### config.mk
export PLATFORM = sky130hd
export DESIGN_NAME = led_pwm_ctrl
export DESIGN_NICKNAME = d
export VERILOG_FILES = /design/src/rtl/led_pwm_ctrl.sv
export SDC_FILE = /design/constraint.sdc
export NUM_CORES = 1
export LEC_CHECK = 0
export ABC_AREA = 1
export BUFFER_PORTS_ARGS = -buffer_cell sky130_fd_sc_hd__buf_2
export CAP_MARGIN = 30
export CORE_ASPECT_RATIO = 0.5
export CORE_MARGIN = 2
export CORE_UTILIZATION = 65
export CTS_BUF_LIST = sky130_fd_sc_hd__clkbuf_8
export CTS_CLUSTER_SIZE = 40
export DETAILED_ROUTE_END_ITERATION = 6
export PLACE_DENSITY = 0.83
export SLEW_MARGIN = 25
export SYNTH_ARGS = -nofsm -noshare
export SYNTH_HDL_FRONTEND = slang
export SYNTH_SLANG_ARGS = --single-unit
### constraint.sdc
create_clock -name fpga_sysclk -period 4.5 [get_ports fpga_sysclk]
set_input_delay 0.45 -clock fpga_sysclk [delete_from_list [all_inputs] [get_ports fpga_sysclk]]
set_output_delay 0.45 -clock fpga_sysclk [all_outputs]
set_load 0.005 [all_outputs]
### src/rtl/led_pwm_ctrl.sv
// rtl/led_pwm_ctrl.sv - Multi-channel RGB LED PWM controller with off/static/blink/breathe modes; breathe envelopes exist only with LED_PWM_BREATHE_EN
module led_pwm_ctrl #(
    parameter int  CLK_HZ       = 100_000_000,
    parameter int  TICK_HZ      = 30,
    parameter int  CHANNELS     = 4,
    parameter int  PWM_BITS     = 8,
    parameter int  BREATHE_STEP = 4,
    localparam int CHW          = (CHANNELS > 1) ? $clog2(CHANNELS) : 1
) (
    input  logic                    fpga_sysclk,
    input  logic                    rst_fpga_,
    input  logic                    wr_en,
    input  logic [CHW-1:0]          wr_ch,
    input  logic [1:0]              wr_reg,
    input  logic [PWM_BITS-1:0]     wr_data,
    output logic                    wr_ack,
    output logic                    tick,
    output logic [3*CHANNELS-1:0]   led_rgb
);

    localparam int DIV     = CLK_HZ / TICK_HZ;
    localparam int PRESC_W = (DIV > 1) ? $clog2(DIV) : 1;
    localparam logic [PRESC_W-1:0]  PRESC_RELOAD = PRESC_W'(DIV - 1);
    localparam logic [PWM_BITS-1:0] PWM_MAX      = '1;

    localparam logic [1:0] MODE_OFF     = 2'd0;
    localparam logic [1:0] MODE_STATIC  = 2'd1;
    localparam logic [1:0] MODE_BLINK   = 2'd2;
    localparam logic [1:0] MODE_BREATHE = 2'd3;

    logic [PRESC_W-1:0]          presc_q, presc_d;
    logic                        tick_now, tick_q, ack_q;
    logic [PWM_BITS-1:0]         pwm_q, pwm_d;
    logic                        period_end;

    // Per channel: duty for {B,G,R} at index [2:0], written via shadow, used from active
    logic [2:0][PWM_BITS-1:0]    sh_duty_q  [CHANNELS];
    logic [2:0][PWM_BITS-1:0]    sh_duty_d  [CHANNELS];
    logic [2:0][PWM_BITS-1:0]    act_duty_q [CHANNELS];
    logic [2:0][PWM_BITS-1:0]    act_duty_d [CHANNELS];
    logic [1:0]                  sh_mode_q  [CHANNELS];
    logic [1:0]                  sh_mode_d  [CHANNELS];
    logic [1:0]                  act_mode_q [CHANNELS];
    logic [1:0]                  act_mode_d [CHANNELS];
    logic [CHANNELS-1:0]         mode_chg;
    logic [CHANNELS-1:0]         phase_q, phase_d;
    logic [3*CHANNELS-1:0]       led_q, led_d;

`ifdef LED_PWM_BREATHE_EN
    localparam logic [PWM_BITS-1:0] STEP_V = PWM_BITS'(BREATHE_STEP);
    logic [PWM_BITS-1:0]         env_q [CHANNELS];
    logic [PWM_BITS-1:0]         env_d [CHANNELS];
    logic [CHANNELS-1:0]         dir_dn_q, dir_dn_d;
`else
    // Keeps the step parameter referenced in builds without envelopes
    localparam int unused_breathe_step = BREATHE_STEP;
`endif

    assign wr_ack  = ack_q;
    assign tick    = tick_q;
    assign led_rgb = led_q;

    // Tick prescaler (down-counter, reload on tick) and free-running PWM counter
    always_comb begin
        tick_now   = (presc_q == '0);
        presc_d    = tick_now ? PRESC_RELOAD : (presc_q - PRESC_W'(1));
        pwm_d      = pwm_q + PWM_BITS'(1);
        period_end = (pwm_q == PWM_MAX);
    end

    // Shadow writes land immediately; active copies shadow as the counter wraps to 0
    always_comb begin
        mode_chg = '0;
        for (int c = 0; c < CHANNELS; c++) begin
            sh_duty_d[c]  = sh_duty_q[c];
            sh_mode_d[c]  = sh_mode_q[c];
            act_duty_d[c] = act_duty_q[c];
            act_mode_d[c] = act_mode_q[c];
            if (period_end) begin
                act_duty_d[c] = sh_duty_q[c];
                act_mode_d[c] = sh_mode_q[c];
                mode_chg[c]   = (sh_mode_q[c] != act_mode_q[c]);
            end
            // Out-of-range channel numbers match no channel and are dropped
            if (wr_en && (wr_ch == CHW'(c))) begin
                if (wr_reg == 2'd3) begin
                    sh_mode_d[c] = wr_data[1:0];
                end else begin
                    for (int k = 0; k < 3; k++) begin
                        if (wr_reg == 2'(k)) begin
                            sh_duty_d[c][k] = wr_data;
                        end
                    end
                end
            end
        end
    end

    // Blink phase and breathe envelope: restart on an active mode change, else advance on tick
    always_comb begin
        phase_d = phase_q;
`ifdef LED_PWM_BREATHE_EN
        dir_dn_d = dir_dn_q;
        for (int c = 0; c < CHANNELS; c++) begin
            env_d[c] = env_q[c];
        end
`endif
        for (int c = 0; c < CHANNELS; c++) begin
            if (mode_chg[c]) begin
                phase_d[c] = 1'b1;
`ifdef LED_PWM_BREATHE_EN
                env_d[c]    = '0;
                dir_dn_d[c] = 1'b0;
`endif
            end else if (tick_now) begin
                phase_d[c] = ~phase_q[c];
`ifdef LED_PWM_BREATHE_EN
                // Triangle: saturate at either limit and turn around there
                if (!dir_dn_q[c]) begin
                    if (env_q[c] >= (PWM_MAX - STEP_V)) begin
                        env_d[c]    = PWM_MAX;
                        dir_dn_d[c] = 1'b1;
                    end else begin
                        env_d[c] = env_q[c] + STEP_V;
                    end
                end else begin
                    if (env_q[c] <= STEP_V) begin
                        env_d[c]    = '0;
                        dir_dn_d[c] = 1'b0;
                    end else begin
                        env_d[c] = env_q[c] - STEP_V;
                    end
                end
`endif
            end
        end
    end

    // Pin drive from the current counter and active state; active-low outputs
    always_comb begin
        led_d = '1;
        for (int c = 0; c < CHANNELS; c++) begin
            for (int k = 0; k < 3; k++) begin
                case (act_mode_q[c])
                    MODE_OFF:    led_d[3*c+k] = 1'b1;
                    MODE_STATIC: led_d[3*c+k] = ~(pwm_q < act_duty_q[c][k]);
                    MODE_BLINK:  led_d[3*c+k] = ~(phase_q[c] && (pwm_q < act_duty_q[c][k]));
                    MODE_BREATHE: begin
`ifdef LED_PWM_BREATHE_EN
                        led_d[3*c+k] = ~(pwm_q < PWM_BITS'(((2*PWM_BITS)'(act_duty_q[c][k])
                                                           * (2*PWM_BITS)'(env_q[c])) >> PWM_BITS));
`else
                        led_d[3*c+k] = ~(pwm_q < act_duty_q[c][k]);
`endif
                    end
                    default:     led_d[3*c+k] = 1'b1;
                endcase
            end
        end
    end

    // State registers; asynchronous reset drops any write in flight and blanks the LEDs
    always_ff @(posedge fpga_sysclk or negedge rst_fpga_) begin
        if (!rst_fpga_) begin
            presc_q <= PRESC_RELOAD;
            tick_q  <= 1'b0;
            ack_q   <= 1'b0;
            pwm_q   <= '0;
            phase_q <= '1;
            led_q   <= '1;
            for (int c = 0; c < CHANNELS; c++) begin
                sh_duty_q[c]  <= '0;
                act_duty_q[c] <= '0;
                sh_mode_q[c]  <= MODE_OFF;
                act_mode_q[c] <= MODE_OFF;
`ifdef LED_PWM_BREATHE_EN
                env_q[c]      <= '0;
`endif
            end
`ifdef LED_PWM_BREATHE_EN
            dir_dn_q <= '0;
`endif
        end else begin
            presc_q <= presc_d;
            tick_q  <= tick_now;
            ack_q   <= wr_en;
            pwm_q   <= pwm_d;
            phase_q <= phase_d;
            led_q   <= led_d;
            for (int c = 0; c < CHANNELS; c++) begin
                sh_duty_q[c]  <= sh_duty_d[c];
                act_duty_q[c] <= act_duty_d[c];
                sh_mode_q[c]  <= sh_mode_d[c];
                act_mode_q[c] <= act_mode_d[c];
`ifdef LED_PWM_BREATHE_EN
                env_q[c]      <= env_d[c];
`endif
            end
`ifdef LED_PWM_BREATHE_EN
            dir_dn_q <= dir_dn_d;
`endif
        end
    end

endmodule

# Word level (Yosys, flattened, before mapping)
# Index checks and enable logic that the tools add are counted.
[classes] n_addsub=2 n_lt_le_gt_ge=12 n_eq_ne=23 n_mux=25 bitwise=29 reduce_logical=47
[op_table] cell="$lt 8x8->1" count=12
[op_table] cell="$pmux 1 s3" count=12
[op_table] cell="$reduce_and 3->1" count=12
[op_table] cell="$not 1->1" count=29
[op_table] cell="$eq 2x2->1 const B" count=12
[op_table] cell="$logic_not 22->1" count=1
[op_table] cell="$mux 22" count=1
[op_table] cell="$sub 22x1->22 const B" count=1
[op_table] cell="$logic_and 1x1->1" count=16
[op_table] cell="$eq 2x1->1 const B" count=6
[op_table] cell="$logic_not 2->1" count=6
[op_table] cell="$mux 1" count=12
[op_table] cell="$add 8x1->8 const B" count=1
[op_table] cell="$eq 8x8->1 const B" count=1
[op_table] cell="$ne 2x2->1" count=4
[op_table] cell="$reduce_and 2->1" count=4
[op_table] cell="$reduce_bool 2->1" count=4
[op_table] cell="$reduce_or 2->1" count=4
[totals] reg_bits=256 in_bits=15 out_inout_bits=14 elab_cells=179

# Depth between registers and ports, before layout
# Gate-level depths: netlist of the first run.
[logic_depth] word_depth=4 mapped_depth=9

# Worst setup path before layout of the first run
# OpenSTA, ideal clock, no wires.
[synth_path] path_type="reg-to-reg" start="register pwm_q[1]" end="register act_duty_q[50] in the netlist's numbering" t_arrival_ns=1.686 required_time_ns=4.383 setup_slack_ns=2.696 stages_incl_launch_ff=9 path_buffers=2 period_less_slack_ns=1.804 path_cell_list="dfrtp_1 ha_1 nand2_1 nor2_4 nand3_4 nor2_8 buf_12 buf_6 o21ai_2"
[synth_between] elab_chain_len=1
[synth_lines] item="from (decl)" line_no="33" text="logic [PWM_BITS-1:0] pwm_q, pwm_d;"
[synth_lines] item="from (signal assigned)" line_no="187" text="pwm_q <= pwm_d;"
[synth_lines] item="$eq 8x8->1" line_no="68" text="period_end = (pwm_q == PWM_MAX);"
[synth_lines] item="to (signal, indexed assignment)" line_no="192" text="act_duty_q[c] <= act_duty_d[c];"
[synth_lines] item="to (decl)" line_no="39" text="logic [2:0][PWM_BITS-1:0] act_duty_q [CHANNELS];"
# No other way between the ends.
# A chain may end at the register's enable or synchronous reset.

# Worst setup path after layout of the first run
[layout_path] start="register pwm_q[1]" end="register phase_q[0]"
[layout_between] elab_chain_len=3 word_cells_on_any_way=4 cone_classes="eq/ne (1); mux (2); reduce/logical (1)"
[layout_lines] item="$eq 8x8->1 *" line_no="68"
[layout_lines] item="$mux 1 *" line_no="79" text="if (period_end) begin"
[layout_lines] item="$mux 1 / $reduce_bool 2->1 (equally long branches)"
[layout_lines] item="to (signal assigned)" line_no="188" text="phase_q <= phase_d;"
[layout_lines] item="to (decl)" line_no="46" text="logic [CHANNELS-1:0] phase_q, phase_d;"
# Every way passes the cells marked *; elsewhere a longest branch is shown, timed or not.

==> metrics.cfg, run 1 <==
[status]
outcome=finished clean

[logic_synthesis]
synth-seq-cells=256
synth_top_area_share_pct=45.47
ys_warn_count=0
async_flop_share_pct=100.0
synth_area_mm2=0.01255
yosys-top-cells-area=dfrtp_1 45%, nand2_1 9.3%, ha_1 8.6%
synth_cells=1320
synth_nets=1421
avgSynthCellArea_um2=9.505
synth_top_cell_by_area=dfrtp_1
synth_cell_type_count=34
synthFlopType=dfrtp_1
synth_edf_count=0
ys_seq_area_share_pct=51.34

[power]
ir_worst_vdd_v=0.0002155
pwr_density_cell_mw_per_mm2=352.6
p_leak_nw=6.647

[timing]
worst_pin_slew_ns=0.9691
period_needed_ns=2.608
fmax_mhz=383.5
rsz0062_at_grt=false
skew_ns=0.02636
final_max_slew_viol_count=0
min_period_over_period_pct=57.95
final_hold_viol_count=0
fin_setup_tns_ns=0
relSlewSlack_pct=35.39
setup_viol=0

[cts]
clk_latency_ns=0.54
clk_path_buf_depth=3
cts_buffers=37
path_clk_slew_ns=0.07
htree_levels=2
post-cts-setup-buffer-count=0
hold_buffers=0
cts_tree=built
root_buffer=clkbuf_8
cts.repair.resized=0
clock_sinks=256

[worst_setup_path]
reg2regPathDepth=8
rr_endpoint=phase_q[0]
critical_path_required_ns=4.98
crit_path_start=pwm_q[1]
crit_fanout=113
crit_path_start_kind=flop
endpoint=phase_q[0]
crit_path_end_kind=flop
critPathKind=flop to flop
arrival_ns=3.09
rr_startpoint=pwm_q[1]
r2r_slack_ns=1.89

[cells_and_area]
n_fill_cell=1313
final-instance-count-excl-fill=1647
drive_gt1_share_pct=20.82
layout_common_cells=311 x nand2_1, 228 x dfrtp_1, 158 x inv_1
final_common_cell=nand2_1
diodes=0
regArea_mm2=0.006441
multi_input_area_mm2=0.005225
nets=1460
syn2layout_area_growth_pct=8.157

[global_routing]
grt_max_degree=135
grt_pass1_wl_um=43930
grt_usage_pct=27.40
overflow=0
grt_antenna_before_repair=1
grt_pass1_vias=8846

[placement]
portBuffers=28
place_congestion=0.8654
dp_hpwl_um=17000
dp_cells=1576

[routing]
drc_errors=0
drtIter0Drc=681
finalWirelength_um=26630
viasPerCell=5.454
first_pass_iters=5
drtAntennaViolNets=0
wire_per_inst_um=16.17
vias=8983

[floorplan]
num_io_pins=29
dieHeight_um=102.2
rows=35
start_util_pct=67.26
core_mm2=0.01866
die_width_um=200.5
die_area_mm2=0.02050

[min_path]
hold_class=input pin to flop

[flow_run]
maxCapViolations=0

[final cells by class]
class | count | share of cell area (%)
clock buffer | 45 | 4.564
clock inverter | 23 | 0.9404
inverter | 142 | 3.928
multi-input combinational | 884 | 38.50
sequential | 256 | 47.46
tap | 259 | 2.388
timing repair buffer | 38 | 2.213
[power by group]
part | total, mW | internal [mW] | switching (mW)
Sequential | 2.64 | 2.50 | 0.137
Clock | 1.87 | 0.970 | 0.897
Combinational | 0.281 | 0.100 | 0.181
Total | 4.79 | 3.57 | 1.21
[synthesized netlist by cell type, drive strengths merged (11+ instances only)]
master and number:
nor2 62, xor2 14, buf 31, dfstp 28, nand4 15, nor3b 11, nand2 391, o21ai 211
inv 142, nand3 45, a21oi 25, ha 86, dfrtp 228
[worst max-delay path: stages (launching register included)]
cell and delay [ns]:
dfrtp_1 0.76, ha_1 0.30, nand2_1 0.09, nor2_4 0.17, nand3_4 0.12, nor2_8 0.13
buf_12 0.47, o21ai_0 0.20, nand3_1 0.13
[sequential cells by signal, summed over array words and instances (netlist names)]
register / flops
tick: 1
act_mode_q: 8
pwm_q: 8
act_duty_q: 96
phase_q: 4
sh_duty_q: 96
led_rgb: 12
sh_mode_q: 8
presc_q: 22
wr_ack: 1
[worst min path at each step]
stage	endpoint	slack, ns	cells after the start	start
finish	wr_ack	0.09	1	wr_en
global route	wr_ack	0.07	1	wr_en
detailed placement	act_duty_q[80]	0.46	2	act_duty_q[80]
floorplan	act_duty_q[0]	0.15	0	rst_fpga_
global placement	act_duty_q[72]	0.46	2	act_duty_q[72]
CTS	tick	0.06	1	rst_fpga_
[layer usage]
metal	vias up	routed length, um	share of wire (%)	GRT usage [%]
met2	214	11980	45	44.36
met3	66	1444	5.4	5.580
met4	0	971	3.6	11.91
met1	4361	12240	46	36.82
li1	4342	-	-	-
met5	-	0	0	0
[cell families after synthesis]
| group | synth area share (%) |
|---|---|
| adders and majority gates | 8.576 |
| buffers and inverters | 7.020 |
| AOI/OAI and AO/OA | 12.11 |
| and+or+nand+nor | 19.36 |
| xor gates and xnor gates | 1.606 |
| DFF | 51.34 |
[stage by stage]
step | setup slack (ns) | utilization [%] | power (mW) | instance area [um^2] | hold WS (ns)
finish | 1.892 | 72.74 | 4.785 | 13570 | 0.08705
floorplan | 2.697 | - | 2.818 | 12550 | 0.1544
global placement | 1.757 | 68.31 | 2.928 | 12740 | 0.4554
CTS | 1.868 | 72.46 | 4.815 | 13520 | 0.05796
detailed placement | 1.877 | 68.46 | 2.953 | 12770 | 0.4592
global route | 1.762 | 72.74 | 4.999 | 13570 | 0.06512
No activity file was read; power rests on OpenSTA's default activity.
==> run 2: changes to the inputs <==
--- a/config.mk
+++ b/config.mk
@@ -10,11 +10,11 @@
 export CAP_MARGIN = 30
 export CORE_ASPECT_RATIO = 0.5
 export CORE_MARGIN = 2
-export CORE_UTILIZATION = 65
+export CORE_UTILIZATION = 59
 export CTS_BUF_LIST = sky130_fd_sc_hd__clkbuf_8
 export CTS_CLUSTER_SIZE = 40
 export DETAILED_ROUTE_END_ITERATION = 6
-export PLACE_DENSITY = 0.83
+export PLACE_DENSITY = 0.8
 export SLEW_MARGIN = 25
 export SYNTH_ARGS = -nofsm -noshare
 export SYNTH_HDL_FRONTEND = slang
==> constraint.sdc (replaced) <==
create_clock -name fpga_sysclk -period 2.13 [get_ports fpga_sysclk]
set_input_delay 0.213 -clock fpga_sysclk [delete_from_list [all_inputs] [get_ports fpga_sysclk]]
set_output_delay 0.213 -clock fpga_sysclk [all_outputs]
set_load 0.005 [all_outputs]
==> metrics.cfg, run 2 (synthesis results as in run 1) <==
[cts]
clk_path_buf_depth=3
clock_sinks=256
cts_buffers=38
cts_tree=built
path_clk_slew_ns=0.07
clk_latency_ns=0.53
post-cts-setup-buffer-count=0
htree_levels=2
root_buffer=clkbuf_8

[cells_and_area]
nets=1485
final_common_cell=nand2_1
layout_common_cells=311 x nand2_1, 228 x dfrtp_1, 156 x inv_1
diodes=0
n_fill_cell=1494
top_regs=act_duty_q (96), sh_duty_q (96), presc_q (22)
syn2layout_area_growth_pct=10.38
drive_gt1_share_pct=21.73
finish.instance_area_mm2=0.01385

[floorplan]
rows=37
die_width_um=210.2
start_util_pct=60.63
core_mm2=0.02069
num_io_pins=29
dieHeight_um=107.1
die_area_mm2=0.02252

[global_routing]
grt_pass1_vias=9571
grt_pass1_wl_um=47950
overflow=0
grt_max_degree=86
grt_usage_pct=27.15
grt_antenna_before_repair=1

[min_path]
hold_end=sh_mode_q[5]
hold_depth=5
hp-start=wr_reg[0]
hold_class=input pin to flop

[timing]
skew_ns=0.01578
fmax_mhz=535.8
setup_viol=0
worst_pin_slew_ns=0.7576
final_hold_viol_count=0
final_max_slew_viol_count=0
fin_setup_tns_ns=0
min_period_over_period_pct=87.62
rsz0062_at_grt=false
period_needed_ns=1.866
relSlewSlack_pct=49.44

[routing]
viasPerCell=5.539
wire_per_inst_um=16.97
drc_errors=0
drtIter0Drc=746
drtAntennaViolNets=0
first_pass_iters=5
vias=9339
finalWirelength_um=28620

[worst_setup_path]
rr_startpoint=pwm_q[0]
critPathKind=flop to flop
arrival_ns=2.32
crit_path_start_kind=flop
reg2regPathDepth=8
r2r_slack_ns=0.26
crit_path_end_kind=flop
crit_fanout=85
rr_endpoint=act_duty_q[46]
critical_path_required_ns=2.58

[status]
outcome=finished clean

[placement]
place_congestion=0.8981
placed_area_mm2=0.01298
portBuffers=28
dp_hpwl_um=18620

[flow_run]
maxCapViolations=0

[power]
ir_worst_vdd_v=0.0002968
pwr_density_cell_mw_per_mm2=736.5
p_leak_nw=6.773

==> run 2: changes by cell type in the layout (fill, tap and decap cells not counted), moves of 2 or more <==
cell | before | now
inv_6 | 2 | 0
clkbuf_8 | 45 | 50
buf_16 | 2 | 0
buf_4 | 4 | 15
inv_1 | 158 | 156
dlygate4sd3_1 | 1 | 10
buf_12 | 2 | 9
==> run 2: power by group <==
part	internal [mW]	switching (mW)
sequential	5.28	0.303
combinational	0.228	0.401
clock	2.10	1.89
==> run 2: repair_timing <==
action	4_1_cts	5_1_grt
hold buffers	10	0
resized for setup	0	0
endpoints found under the hold margin	78	0
==> run 2: how the worst max path moves through the flow <==
stage | from | endpoint | slack, ns | cells past startpoint
detailed placement | pwm_q[0] | act_duty_q[88] | 0.32 | 8
floorplan | pwm_q[1] | act_duty_q[50] | 0.33 | 8
global placement | pwm_q[4] | pwm_q[7] | 0.37 | 5
CTS | pwm_q[0] | act_duty_q[46] | 0.30 | 8
finish | pwm_q[0] | act_duty_q[46] | 0.26 | 8
global route | presc_q[0] | phase_q[0] | 0.14 | 7
==> run 2: area by class of cell <==
cell class                      count  area, um^2  area share [%]
Clock inverter                     19       77.57          0.5601
Multi-Input combinational cell    884        5225           37.73
Clock buffer                       50       688.2           4.969
Sequential cell                   256        6441           46.51
Timing Repair Buffer               62       543.0           3.921
Tap cell                          273       341.6           2.466
Inverter                          142       533.0           3.849
==> run 2: metal layers <==
| metal | global-route usage, % | routed length [um] | vias to the layer above |
|---|---|---|---|
| met3 | 5.917 | 1966 | 77 |
| met4 | 10.99 | 928 | 0 |
| met1 | 35.52 | 12350 | 4543 |
| met5 | 0 | 0 | - |
| li1 | - | - | 4396 |
| met2 | 44.54 | 13370 | 323 |
==> run 2: metrics by stage <==
stage / worst slack (ns) / utilization, % / cells / power, mW / hold WS (ns)
detailed placement: 0.3245 / 62.74 / 1607 / 6.271 / 0.2063
finish: 0.2638 / 66.93 / 1686 / 10.20 / 0.1810
global placement: 0.3661 / 62.74 / 1607 / 6.205 / 0.2130
CTS: 0.2997 / 66.93 / 1686 / 10.25 / 0.1384
floorplan: 0.3265 / - / 1320 / 5.954 / -0.08259
global route: 0.1364 / 66.93 / 1686 / 10.63 / 0.1770
==> run 2: worst max-delay path: stages, from the launching register on <==
cell and delay, ns:
dfrtp_1 0.38, ha_1 0.19, nand2_1 0.09, nor2_4 0.13, nand3_4 0.12, nor2_8 0.16, buf_12 0.41, nand2_2 0.11
o21ai_2 0.08
==> run 3: changes to the inputs <==
--- a/config.mk
+++ b/config.mk
@@ -10,11 +10,11 @@
 export CAP_MARGIN = 30
 export CORE_ASPECT_RATIO = 0.5
 export CORE_MARGIN = 2
-export CORE_UTILIZATION = 59
+export CORE_UTILIZATION = 45
 export CTS_BUF_LIST = sky130_fd_sc_hd__clkbuf_8
 export CTS_CLUSTER_SIZE = 40
 export DETAILED_ROUTE_END_ITERATION = 6
-export PLACE_DENSITY = 0.8
+export PLACE_DENSITY = 0.64
 export SLEW_MARGIN = 25
 export SYNTH_ARGS = -nofsm -noshare
 export SYNTH_HDL_FRONTEND = slang
==> metrics.cfg, run 3 (synthesis results as in run 1) <==
[cts]
htree_levels=2
cts_buffers=40
cts_tree=built
path_clk_slew_ns=0.06
clock_sinks=256
root_buffer=clkbuf_8
post-cts-setup-buffer-count=0
clk_latency_ns=0.59
clk_path_buf_depth=3

[min_path]
hold_class=input pin to flop
hp-start=wr_reg[0]

[timing]
min_period_over_period_pct=86.82
fin_setup_tns_ns=0
final_hold_viol_count=0
fmax_mhz=540.8
relSlewSlack_pct=49.98
setup_viol=0
rsz0062_at_grt=false
skew_ns=0.04514
worst_pin_slew_ns=0.7495
hold_ws_ns=0.1343
setup_slack_ns=0.2807
period_needed_ns=1.849
final_max_slew_viol_count=0

[placement]
place_ws_ns=0.3159
portBuffers=28
dp_hpwl_um=18500
place_congestion=0.8263

[worst_setup_path]
critPathKind=flop to flop
endpoint=phase_q[1]
crit_chain=ha_1 > nand2_1 > nor2_4 > nand3_4 > nor2_8 > buf_12 > o21ai_0 > nand3_1
cp_slowest_stage_delay_ns=0.38
rr_startpoint=pwm_q[0]
crit_fanout=71
rr_endpoint=phase_q[1]
crit_path_end_kind=flop
slowest_stage=dfrtp_1
reg2regPathDepth=8
arrival_ns=2.35
crit_path_start=pwm_q[0]
r2r_slack_ns=0.28
critical_path_required_ns=2.63
crit_path_start_kind=flop

[global_routing]
grt_antenna_before_repair=0
overflow=0
use_met2_pct=32.06
grt_max_degree=72
use_met3_pct=3.716
grt_usage_pct=20.43
grt_pass1_wl_um=46440
grt_busiest_layer=met2
grtUsageMet1_pct=28.19
grt_pass1_vias=8942

[floorplan]
rows=43
start_util_pct=45.55
dieHeight_um=122.1
core_mm2=0.02755
die_area_mm2=0.02932
num_io_pins=29
die_width_um=240.1

[cells_and_area]
diodes=0
drive_gt1_share_pct=22.12
top_regs=act_duty_q (96), sh_duty_q (96), presc_q (22)
final_common_cell=nand2_1
layout_common_cells=311 x nand2_1, 228 x dfrtp_1, 152 x inv_1
nets=1484
syn2layout_area_growth_pct=11.82
n_fill_cell=2520

[routing]
drtAntennaViolNets=0
first_pass_iters=5
drtIter0Drc=619
drc_errors=0
vias=9013
finalWirelength_um=28160
wire_per_inst_um=15.67
viasPerCell=5.016

[power]
sequentialPowerShare_pct=52.5
p_leak_nw=6.793
p_int_mw=7.898
switchingPower_mw=2.699
clockPowerShare_pct=41.7
pwr_density_cell_mw_per_mm2=755.3
swShare_pct=25.47
comb_power_share_pct=5.8
ir_worst_vdd_v=0.0003288

[flow_run]
maxCapViolations=0

[status]
outcome=finished clean

-- run 3: cell types whose count changed in the layout (fill, tap and decap cells not counted) --
cell,before,now
clkinv_8,0,1
clkinv_2,2,3
clkbuf_8,50,57
inv_1,156,152
inv_6,0,1
clkinvlp_4,1,0
buf_12,9,6
-- run 3: power by group through the flow --
stage	clock network, mW	registers, mW	logic [mW]
global route	4.76	5.61	0.727
global placement	0	5.63	0.583
CTS	4.54	5.56	0.627
finish	4.42	5.56	0.611
floorplan	0	5.59	0.361
detailed placement	0	5.65	0.610
-- run 3: cell type report --
cell class | instances | area [um^2] | share of cell area (%)
inverter | 142 | 533.0 | 3.799
sequential | 256 | 6441 | 45.91
timing repair buffer | 59 | 483.0 | 3.442
clock inverter | 17 | 85.08 | 0.6064
tap | 382 | 478.0 | 3.407
multi-input combinational | 884 | 5225 | 37.24
clock buffer | 57 | 784.5 | 5.592
-- run 3: stage by stage --
stage          std cells  instance area [um^2]  power [mW]  utilization, %
2_1_floorplan       1320                 12550       5.954               -
3_3_place_gp        1713                 13060       6.214           47.41
3_5_place_dp        1713                 13060       6.257           47.41
4_1_cts             1797                 14030       10.73           50.93
5_1_grt             1797                 14030       11.10           50.93
6_report            1797                 14030       10.60           50.93
-- run 3: how the worst min path moves through the flow --
stage | to | slack (ns) | cells past startpoint
floorplan | act_duty_q[0] | -0.08 | 0
global placement | sh_duty_q[67] | 0.19 | 1
detailed placement | sh_duty_q[63] | 0.19 | 1
CTS | sh_mode_q[4] | 0.09 | 5
global route | sh_mode_q[6] | 0.13 | 4
finish | sh_mode_q[4] | 0.13 | 5
-- run 3: layer usage --
layer / vias up / part of all wire, %
li1: 4406 / -
met1: 4387 / 48
met2: 153 / 45
met3: 67 / 4.1
met4: 0 / 3.1
met5: - / 0
-- run 3: repair_timing --
item | CTS | global route
endpoints found under the setup margin | 0 | 0
hold buffers | 10 | 0
gates resized for setup | 0 | 0
endpoints found under the hold margin | 101 | 0
-- run 3: worst max-delay path: cells and delay by family, from the launching register on --
kind,cells,cell delay (ns)
simple gates,5,0.65
fa+ha+maj,1,0.19
flops,1,0.38
buf+inv,1,0.37
compound gates,1,0.15
